File: config.mk
export PLATFORM = sky130hd
export DESIGN_NAME = mem_arbiter
export DESIGN_NICKNAME = d
export VERILOG_FILES = /design/src/rtl/mem_arb_pkg.sv /design/src/rtl/arb_watchdog.sv /design/src/rtl/mem_arbiter.sv
export SDC_FILE = /design/constraint.sdc
export NUM_CORES = 1
export LEC_CHECK = 0
export BUFFER_PORTS_ARGS = -buffer_cell sky130_fd_sc_hd__buf_2
export CORE_AREA = 2 2 106 108
export CTS_CLUSTER_SIZE = 12
export DETAILED_ROUTE_END_ITERATION = 12
export DIE_AREA = 0 0 108 110
export GPL_ROUTABILITY_DRIVEN = 0
export GPL_TIMING_DRIVEN = 0
export HOLD_SLACK_MARGIN = 0.15
export PLACE_DENSITY_LB_ADDON = 0.05
export SYNTH_ARGS = -nofsm -noshare
export SYNTH_HDL_FRONTEND = slang
export SYNTH_SLANG_ARGS = --single-unit
File: constraint.sdc
create_clock -name clk -period 3.1 [get_ports clk]
set_input_delay 0.31 -clock clk [delete_from_list [all_inputs] [get_ports clk]]
set_output_delay 0.31 -clock clk [all_outputs]
set_load 0.005 [all_outputs]
File: src/rtl/mem_arb_pkg.sv
// Shared types and defaults for the IF/DM unified-memory arbiter.
// Imported by mem_arbiter and arb_watchdog.
package mem_arb_pkg;

  typedef enum logic [1:0] {
    IDLE,
    ISSUE,
    WAIT,
    RESP
  } arb_state_t;

  typedef enum logic {
    OWN_IF,
    OWN_DM
  } arb_owner_t;

  localparam int DEF_AW           = 32;
  localparam int DEF_DW           = 32;
  localparam int DEF_TIMEOUT      = 16;
  localparam int DEF_MAX_DM_BURST = 4;

endpackage

File: src/rtl/arb_watchdog.sv
// Response watchdog: counts WAIT cycles from zero after a clear.
// expired is high in the cycle the count sits at TIMEOUT-1.
module arb_watchdog
  import mem_arb_pkg::*;
#(
  parameter int TIMEOUT = DEF_TIMEOUT
) (
  input  logic clk,
  input  logic rst,
  input  logic clear,
  input  logic enable,
  output logic expired
);

  localparam int CW = (TIMEOUT > 2) ? $clog2(TIMEOUT) : 1;
  localparam logic [CW-1:0] LAST = CW'(TIMEOUT - 1);

  logic [CW-1:0] cnt;

  always_ff @(posedge clk) begin
    if (rst || clear) begin
      cnt <= '0;
    end else if (enable && cnt != LAST) begin
      cnt <= cnt + 1'b1;
    end
  end

  assign expired = enable && (cnt == LAST);

endmodule

File: src/rtl/mem_arbiter.sv
// IF/DM arbiter for one single-port memory: IDLE->ISSUE->WAIT->RESP.
// Define ARB_FETCH_GUARD_EN to cap consecutive DM grants that starve IF.
module mem_arbiter
  import mem_arb_pkg::*;
#(
  parameter int ADDRESS_WIDTH = DEF_AW,
  parameter int DATA_WIDTH    = DEF_DW,
  parameter int TIMEOUT       = DEF_TIMEOUT
`ifdef ARB_FETCH_GUARD_EN
  ,
  parameter int MAX_DM_BURST  = DEF_MAX_DM_BURST
`endif
) (
  input  logic                      clk,
  input  logic                      rst,
  input  logic                      if_req,
  input  logic [ADDRESS_WIDTH-1:0]  if_addr,
  output logic [DATA_WIDTH-1:0]     if_rdata,
  output logic                      if_ack,
  input  logic                      dm_req,
  input  logic                      dm_we,
  input  logic [ADDRESS_WIDTH-1:0]  dm_addr,
  input  logic [DATA_WIDTH-1:0]     dm_wdata,
  input  logic [DATA_WIDTH/8-1:0]   dm_be,
  output logic [DATA_WIDTH-1:0]     dm_rdata,
  output logic                      dm_ack,
  output logic                      err,
  output logic                      mem_req,
  output logic                      mem_we,
  output logic [ADDRESS_WIDTH-1:0]  mem_addr,
  output logic [DATA_WIDTH-1:0]     mem_wdata,
  output logic [DATA_WIDTH/8-1:0]   mem_be,
  input  logic                      mem_rvalid,
  input  logic [DATA_WIDTH-1:0]     mem_rdata
);

  localparam int BW = DATA_WIDTH / 8;

  arb_state_t state_q, state_d;
  arb_owner_t owner_q, owner_d;

  logic                     req_d;
  logic                     we_d;
  logic [ADDRESS_WIDTH-1:0] addr_d;
  logic [DATA_WIDTH-1:0]    wdata_d;
  logic [BW-1:0]            be_d;
  logic                     if_ack_d;
  logic                     dm_ack_d;
  logic [DATA_WIDTH-1:0]    if_rdata_d;
  logic [DATA_WIDTH-1:0]    dm_rdata_d;
  logic                     err_d;
  logic [DATA_WIDTH-1:0]    rd;
  logic                     wd_clr;
  logic                     wd_en;
  logic                     expired;
  logic                     grant_dm;

  arb_watchdog #(
    .TIMEOUT (TIMEOUT)
  ) u_wd (
    .clk     (clk),
    .rst     (rst),
    .clear   (wd_clr),
    .enable  (wd_en),
    .expired (expired)
  );

`ifdef ARB_FETCH_GUARD_EN
  localparam int GW = $clog2(MAX_DM_BURST + 1);

  logic [GW-1:0] burst_q, burst_d;
  logic          force_if;

  // Only DM grants that passed over a waiting fetch count toward the cap.
  assign force_if = if_req && (burst_q == GW'(MAX_DM_BURST));
  assign grant_dm = dm_req && !force_if;

  always_comb begin
    burst_d = burst_q;
    if (state_q == IDLE) begin
      if (grant_dm) begin
        burst_d = if_req ? burst_q + 1'b1 : '0;
      end else if (if_req) begin
        burst_d = '0;
      end
    end
  end

  always_ff @(posedge clk) begin
    if (rst) begin
      burst_q <= '0;
    end else begin
      burst_q <= burst_d;
    end
  end
`else
  assign grant_dm = dm_req;
`endif

  always_comb begin
    state_d    = state_q;
    owner_d    = owner_q;
    req_d      = 1'b0;
    we_d       = mem_we;
    addr_d     = mem_addr;
    wdata_d    = mem_wdata;
    be_d       = mem_be;
    if_ack_d   = 1'b0;
    dm_ack_d   = 1'b0;
    if_rdata_d = '0;
    dm_rdata_d = '0;
    err_d      = 1'b0;
    rd         = '0;
    wd_clr     = 1'b1;
    wd_en      = 1'b0;
    unique case (state_q)
      IDLE: begin
        if (grant_dm) begin
          state_d = ISSUE;
          owner_d = OWN_DM;
          req_d   = 1'b1;
          we_d    = dm_we;
          addr_d  = dm_addr;
          wdata_d = dm_wdata;
          be_d    = dm_be;
        end else if (if_req) begin
          state_d = ISSUE;
          owner_d = OWN_IF;
          req_d   = 1'b1;
          we_d    = 1'b0;
          addr_d  = if_addr;
          wdata_d = '0;
          be_d    = '1;
        end
      end
      ISSUE: begin
        state_d = WAIT;
      end
      WAIT: begin
        wd_clr = 1'b0;
        wd_en  = 1'b1;
        // A response in the last watchdog cycle still counts as good.
        if (mem_rvalid || expired) begin
          state_d = RESP;
          err_d   = !mem_rvalid;
          if (mem_rvalid && !mem_we) begin
            rd = mem_rdata;
          end
          if (owner_q == OWN_DM) begin
            dm_ack_d   = 1'b1;
            dm_rdata_d = rd;
          end else begin
            if_ack_d   = 1'b1;
            if_rdata_d = rd;
          end
        end
      end
      RESP: begin
        state_d = IDLE;
      end
      default: begin
        state_d = IDLE;
      end
    endcase
  end

  always_ff @(posedge clk) begin
    if (rst) begin
      state_q   <= IDLE;
      owner_q   <= OWN_IF;
      mem_req   <= 1'b0;
      mem_we    <= 1'b0;
      mem_addr  <= '0;
      mem_wdata <= '0;
      mem_be    <= '0;
      if_ack    <= 1'b0;
      dm_ack    <= 1'b0;
      if_rdata  <= '0;
      dm_rdata  <= '0;
      err       <= 1'b0;
    end else begin
      state_q   <= state_d;
      owner_q   <= owner_d;
      mem_req   <= req_d;
      mem_we    <= we_d;
      mem_addr  <= addr_d;
      mem_wdata <= wdata_d;
      mem_be    <= be_d;
      if_ack    <= if_ack_d;
      dm_ack    <= dm_ack_d;
      if_rdata  <= if_rdata_d;
      dm_rdata  <= dm_rdata_d;
      err       <= err_d;
    end
  end

endmodule
* Word level (Yosys, flattened, before mapping)
Index checks and enable logic that the tools add are counted.
** Storage, ports and cells
- Register bits after elaboration :: 144
- Input port bits :: 138
** Operators by class
- Eq/ne operators :: 7
- Reductions and logical operators :: 15
- Add/sub/neg operators :: 1
- Muxes and demuxes :: 20
- Bitwise logic cells :: 4
** Operators by type and width (count)
- $mux 32 :: 5
- $mux 1 :: 9
- $mux 4 :: 2
- $pmux 2 s4 :: 1
- $reduce_or 4->1 :: 2
- $mux 2 :: 3
- $add 4x1->4 const B :: 1
- $eq 2x2->1 const B :: 2
- $eq 4x4->1 const B :: 1
- $ne 4x4->1 const B :: 1
- $not 1->1 :: 4
- $reduce_and 2->1 :: 2
- $logic_and 1x1->1 :: 3
- $ne 3x3->1 const B :: 1
- $reduce_or 3->1 :: 1
- $eq 2x1->1 const B :: 1
- $logic_not 1->1 :: 2
- $logic_not 2->1 :: 1
- $logic_or 1x1->1 :: 2
- $ne 2x2->1 const B :: 1
- $reduce_bool 2->1 :: 1
- $reduce_or 2->1 :: 1

* Longest topological paths before layout
Gate-level depths: netlist (run 1).
- Depth after elaboration :: 6
- Gate-level depth with buffers :: 7

* Cells and area by module
A second synthesis (run 1) with hierarchy kept.
** Second synthesis, totals
- Cells, all modules :: 504
- Area total of the unflattened synthesis :: 5053.6 µm²
** By module, submodules not included
- mem_arbiter :: sequential area each 2802.7 µm², area an instance 4862.2 µm², cells an instance 481, times used 1
- arb_watchdog :: sequential area each 80.1 µm², area an instance 191.4 µm², cells an instance 23, times used 1

* Worst setup path before layout (run 1)
Ideal clock, no wire load.
- Path kind :: register to register
- Start point :: reg state_q[0]
- End point :: reg mem_addr[10]
- Slack :: 1.774 ns
- Setup time :: 0.138 ns
- Buffers on the path :: 2
- Required time :: 2.962 ns
- Stages on the path, launching flop included :: 7
- Clock period less this slack :: 1.326 ns
- Arrival time :: 1.189 ns
- Cells stage by stage :: dfxtp_1 inv_1 ha_1 buf_2 o21a_1 buf_1 a211oi_1
** Between the ends
- Word-level cells in the longest chain between the ends :: 2
** Ends and longest elaborated chain
- start, declared :: line mem_arbiter.sv:39 : arb_state_t state_q, state_d;
- start signal, assigned :: line mem_arbiter.sv:182 : state_q <= state_d;
- $logic_not 2->1 :: line mem_arbiter.sv:116 : unique case (state_q)
- $reduce_and 2->1 (no source line)
- end signal, assigned :: line mem_arbiter.sv:186 : mem_addr <= addr_d;
- end, declared :: line mem_arbiter.sv:30 : output logic [ADDRESS_WIDTH-1:0] mem_addr,
Every way passes these cells.
A chain may end at the register's enable or synchronous reset.

* Worst setup path in the final report (run 1)
- Start point :: reg state_q[0]
- End point :: reg mem_addr[1]
Same word-level chain as after synthesis.

==> out/qor.csv, run 1 <==
metric;value;unit
whs_path_depth;3;
max_cap_violations;0;
design_area;0.00816;mm²
cp.arrival;2.00;ns
num_vias;5067;
synth_area;0.00495;mm²
cts_resized;0;
startpoint_type;register;
end_kind;register;
cts.sinks;144;
p_leak;0.00400;µW
relSlewSlack;0.686;
cts_buffers;17;
skew;0.00870;ns
wl_per_cell;14.8;µm
yosysWarnings;0;
grt-ovfl-total;0;
drtAntennaViolNets;0;
cts_tree;built;
reg2regPathDepth;6;
initialDrtViolationCount;299;
clk_latency;0.52;ns
synth_cells;493;
die_area;0.0119;mm²
io_pins;275;
grt_pass1_vias;5047;
avgViaCountPerCell;4.86;
grt_max_degree;17;
p_per_area;720;mW/mm²
nets;1030;
worstSetupPathType;reg -> reg;
drive_gt1_frac;0.367;
path_clk_slew;0.06;ns
fillCellCount;748;
required;3.47;ns
num_antenna_cells;0;
antenna_found_initial;0;
crit_path_cell_trace;inv_1, ha_1, buf_2, o21a_1, buf_1, a211oi_1;
synth_cell_types;27;
avgSynthCellArea;10.1;µm²
ys_seq_area_frac;0.582;
core-area;0.0107;mm²
std_cell_rows;38;
first_pass_iters;6;
dpl_cell_area;0.00650;mm²
finalCritPeriodShare;0.526;
slowest_stage;buf_1;
grt_util_all_layers;0.260;
syn_nets;634;
post-cts-setup-buffers;0;
drv_slew;0;
worst-r2r-setup-slack;1.47;ns
fmax;614;MHz
status;complete, no violations;
place.detailed.hpwl;10.5;mm
die_w;108;µm
setup_tns;0;ns
cts_max_path_buffers;2;
peakVddDrop;0.401;mV
final_util;0.763;
slowest_delay;0.40;ns
cts_root_buf;clkbuf_8;
fin_crit;1.63;ns
tightest_slew;0.471;ns
setup_viol;0;
initial_utilization;0.463;
h-tree-depth;4;
ys_ff_latch;144;
drc;0;
area_growth;64.7;%
routed_wl;15.5;mm
min_path_type;in -> reg;
rsz0062_at_grt;no;
portBuffers;273;
die_h;110;µm
grt_pass1_wl;23.8;mm
crit_fanout;10;
hold_viol;0;
==> timing repair <==
action	4_1_cts	5_1_grt
endpoints found under the hold margin	124	0
hold buffers	104	0
setup endpoints to repair	0	0
==> final cells by class <==
cell class              count  area, µm²  area share
inverters                   4       15.0     0.00184
multi-input cells         307       1860       0.228
clock buffers              21        449      0.0550
repair buffers            377       2410       0.295
plain buffers              38        200      0.0245
well taps                 140        175      0.0215
flip-flops and latches    144       2880       0.353
clock inverters            11        175      0.0215
==> cell families (layout without fill, tap and decap cells) <==
group | Yosys count | in the layout | synth area share
fa+ha+maj | 3 | 3 | 0.00758
buf+inv | 42 | 451 | 0.0434
mux | 34 | 34 | 0.0687
compound gates | 77 | 77 | 0.0975
simple gates | 192 | 192 | 0.199
xor+xnor | 1 | 1 | 0.00177
flops | 144 | 144 | 0.582
==> power by group <==
group	switching, µW	internal [µW]
logic	775	657
registers	159	2160
clock network	765	1360
total	1700	4180
==> critical path, delay by kind of cell, from the launching register on <==
| family | cells | cell delay (ns) |
|---|---|---|
| buffers and inverters | 3 | 0.66 |
| AOI/OAI and AO/OA | 2 | 0.38 |
| DFF | 1 | 0.30 |
| adders and majority gates | 1 | 0.16 |
==> flip-flops by register name (all words and copies together), names as in the netlist, 2 cells and up <==
signal,flops
u_wd.cnt,4
if_rdata,32
mem_addr,32
mem_wdata,32
dm_rdata,32
mem_be,4
state_q,2
==> path summary, 6_finish.rpt <==
kind / start / to
max: state_q[0] / mem_addr[1]
min: if_addr[18] / mem_addr[18]
max reg2reg: state_q[0] / mem_addr[1]
min reg2reg: mem_wdata[0] / mem_wdata[0]
==> cells in the mapped netlist, drive strengths merged <==
| cell | count | area [µm²] |
|---|---|---|
| a211oi | 34 | 255 |
| a21oi | 34 | 170 |
| a22o | 1 | 8.76 |
| a31oi | 2 | 12.5 |
| and2 | 64 | 400 |
| buf | 21 | 129 |
| clkbuf | 17 | 71.3 |
| dfxtp | 144 | 2880 |
| ha | 3 | 37.5 |
| inv | 4 | 15.0 |
| mux2i | 34 | 340 |
| nand2 | 36 | 135 |
| nand2b | 3 | 18.8 |
| nand3 | 35 | 175 |
| nand3b | 4 | 30.0 |
| nor2 | 44 | 165 |
| nor3 | 4 | 20.0 |
| nor4 | 2 | 42.5 |
| o21a | 1 | 7.51 |
| o21ai | 5 | 28.8 |
| xnor2 | 1 | 8.76 |
==> cells in the final DEF, fill, tap and decap left out, types with 2 or more instances in the layout <==
cell type      Yosys  final
buf_1              3      3
and2_1            64     64
clkbuf_8           0      3
buf_6              4      4
a31oi_1            2      2
nor4_4             2      2
mux2i_1           34     34
dlygate4sd3_1      0    104
o21ai_0            4      4
dfxtp_1          144    144
clkinvlp_4         0      2
ha_1               3      3
a21oi_1           34     34
buf_2             13    286
clkbuf_16          0     16
a211oi_1          34     34
clkbuf_1          11     13
nand3b_1           4      4
nand2b_1           3      3
nand3_1           35     35
nor3_1             4      4
inv_1              3      3
nand2_1           36     36
inv_6              0      3
nor2_1            44     44
bufinv_16          0      4
clkbuf_2           6      6
==> per-layer routing <==
metal,GRT usage,vias to the layer above,share of wire
li1,-,2467,-
met1,0.269,2308,0.38
met2,0.482,250,0.51
met3,0.0811,42,0.082
met4,0.116,0,0.031
met5,0,-,0
==> per-stage QoR <==
step	hold slack (ns)	worst slack [ns]	power [µW]	std cells
final	0.165	1.47	5880	1042
after global routing	0.151	1.30	6180	1042
after CTS	0.150	1.47	5890	1042
after global placement	0.436	1.53	3620	906
after floorplan	0.389	1.77	3060	493
after detailed placement	0.442	1.48	3660	906
Note: power is estimated with default switching activity, not from simulation.
==> run 2, diff against run 1 <==
CORE_AREA = unset   (was 2 2 106 108)
CORE_UTILIZATION = 44   (was unset)
DIE_AREA = unset   (was 0 0 108 110)
clock period = 1.5 ns   (was 3.1 ns; I/O delays follow)
==> out/qor.csv, run 2 (same netlist as run 1, synthesis figures left out) <==
metric;value;unit;change
status;complete, no violations;;
pwr-share-seq;0.382;;-0.013
antenna_found_initial;0;;unchanged
cp_num_buf_inv;4;;+1
drtAntennaViolNets;0;;unchanged
num_vias;5273;;+4.1%
cp.arrival;1.89;ns;-0.11 ns
finalPower;12600;µW;+120%
worstSetupPathType;reg -> reg;;
p_leak;0.00420;µW;+5.0%
cts_tree;built;;
min_path_type;in -> reg;;
io_pins;275;;unchanged
layout_commonest_cell;buf_2;;
hold_viol;0;;unchanged
p_per_area;1460;mW/mm²;+100%
grt-ovfl-total;0;;unchanged
grt_pass1_wl;25.5;mm;+7.2%
final_cell_mix;buf_2 (278), dfxtp_1 (143), dlygate4sd3_1 (137);;
rsz0062_at_grt;yes;;
initialDrtViolationCount;214;;-28%
end_kind;register;;
slowest_stage;dfxtp_2;;
nets;1065;;+3.4%
drc;0;;unchanged
finalCritPeriodShare;0.962;;+0.436
std_cell_rows;38;;unchanged
grt_pass1_vias;5384;;+6.7%
portBuffers;273;;unchanged
path_delay_family;buffers and inverters;;
setup_viol;0;;unchanged
crit_fanout;10;;unchanged
avgViaCountPerCell;4.90;;+0.78%
dpl_cell_area;0.00650;mm²;unchanged
dpl.cell_count;906;;unchanged
cts_buffers;17;;unchanged
crit_path_cell_trace;inv_1, ha_1, buf_6, o21a_4, buf_8, buf_8, a211oi_2;;
clk_latency;0.53;ns;about the same
worst-r2r-setup-slack;0.06;ns;-1.41 ns
tightest_slew;0.481;ns;+0.00953 ns
drive_gt1_frac;0.374;;+0.00697
initial_utilization;0.455;;-0.00809
h-tree-depth;4;;unchanged
area_growth;74.7;%;
core-area;0.0109;mm²;+1.8%
combPwrFrac;0.265;;+0.021
wl_per_cell;15.5;µm;+4.2%
startpoint_type;register;;
slowest_delay;0.35;ns;-0.05 ns
num_antenna_cells;0;;unchanged
netSwitchingPower;3660;µW;+120%
fmax;693;MHz;+13%
routed_wl;16.6;mm;+7.6%
cts_root_buf;clkbuf_8;;
design_area;0.00866;mm²;+6.1%
cpMostUsedCell;buf_8;;
layout.cells.non_filler;1076;;+3.3%
grt_util_all_layers;0.285;;+0.0256
cts.sinks;144;;unchanged
clkPwrFrac;0.353;;-0.008
peakVddDrop;0.905;mV;+130%
relSlewSlack;0.679;;-0.00635
drv_slew;0;;unchanged
fin_crit;1.44;ns;-0.187 ns
die_h;108;µm;-1.7%
die_w;108;µm;+0.11%
path_clk_slew;0.06;ns;about the same
die_area;0.0117;mm²;-1.6%
first_pass_iters;4;;-2
whs;0.156;ns;-0.00871 ns
p_sw_frac;0.289;;about the same
required;1.94;ns;-1.53 ns
skew;0.00642;ns;-0.00228 ns
max_cap_violations;0;;unchanged
cts_max_path_buffers;2;;unchanged
grt_max_degree;20;;+3
place.detailed.hpwl;10.1;mm;-4.3%
p_int;8990;µW;+120%
[run 2: changes by cell type in the layout (fill, tap and decap cells not counted), sizes merged]
| cell | before | now |
|---|---|---|
| buf | 294 | 298 |
| clkbuf | 38 | 37 |
| clkinvlp | 2 | 0 |
| bufinv | 4 | 5 |
| inv | 7 | 5 |
| dlygate4sd3 | 104 | 137 |
| clkinv | 2 | 3 |
[run 2: worst reg2reg max path, cell delays in order, from the launching register on]
cell      delay, ns
dfxtp_2        0.35
inv_1          0.04
ha_1           0.18
buf_6          0.13
o21a_4         0.13
buf_8          0.14
buf_8          0.14
a211oi_2       0.24
[run 2: metrics by stage]
stage,util,setup TNS (ns),setup slack [ns]
CTS,0.785,0,0.0132
finish,0.795,0,0.0573
global placement,0.597,-2.23,-0.0684
floorplan,-,0,0.174
global route,0.795,-0.415,-0.0367
detailed placement,0.597,-6.86,-0.142
[run 2: final timing paths]
check / from / endpoint / cells past startpoint
worst max-delay path: state_q[1] / mem_addr[16] / 7
worst min-delay path: dm_req / mem_wdata[1] / 4
worst min register to register: mem_wdata[26] / mem_wdata[26] / 2
worst max register to register: state_q[1] / mem_addr[16] / 7
[run 2: what timing repair did]
item	CTS	global route
endpoints found under the setup margin	100	123
hold endpoints to repair	143	5
gates resized for setup	17	39
setup buffers	3	0
pin swaps	1	2
hold buffers	136	1
[run 2: power by group through the flow]
stage / Clock, µW / Combinational, µW / Sequential, µW
2_1_floorplan: 0 / 1400 / 4920
3_3_place_gp: 0 / 2620 / 4830
3_5_place_dp: 0 / 2690 / 4860
4_1_cts: 4500 / 3040 / 4790
5_1_grt: 4690 / 3660 / 4890
6_report: 4460 / 3360 / 4830
[run 2: routing by layer]
layer | share of wire | vias to the layer above | track usage
met5 | 0 | - | 0
met4 | 0.040 | 0 | 0.159
met3 | 0.081 | 62 | 0.0904
met2 | 0.50 | 268 | 0.510
met1 | 0.38 | 2406 | 0.294
li1 | - | 2537 | -
[run 2: layout make-up]
| cell class | count | area, µm² |
|---|---|---|
| fill | 724 | 2230 |
| sequential | 144 | 2880 |
| buffer | 37 | 277 |
| clock inverter | 9 | 181 |
| timing repair buffer | 413 | 2760 |
| clock buffer | 22 | 443 |
| multi-input combinational | 307 | 1920 |
| tap | 140 | 175 |
| inverter | 4 | 15.0 |
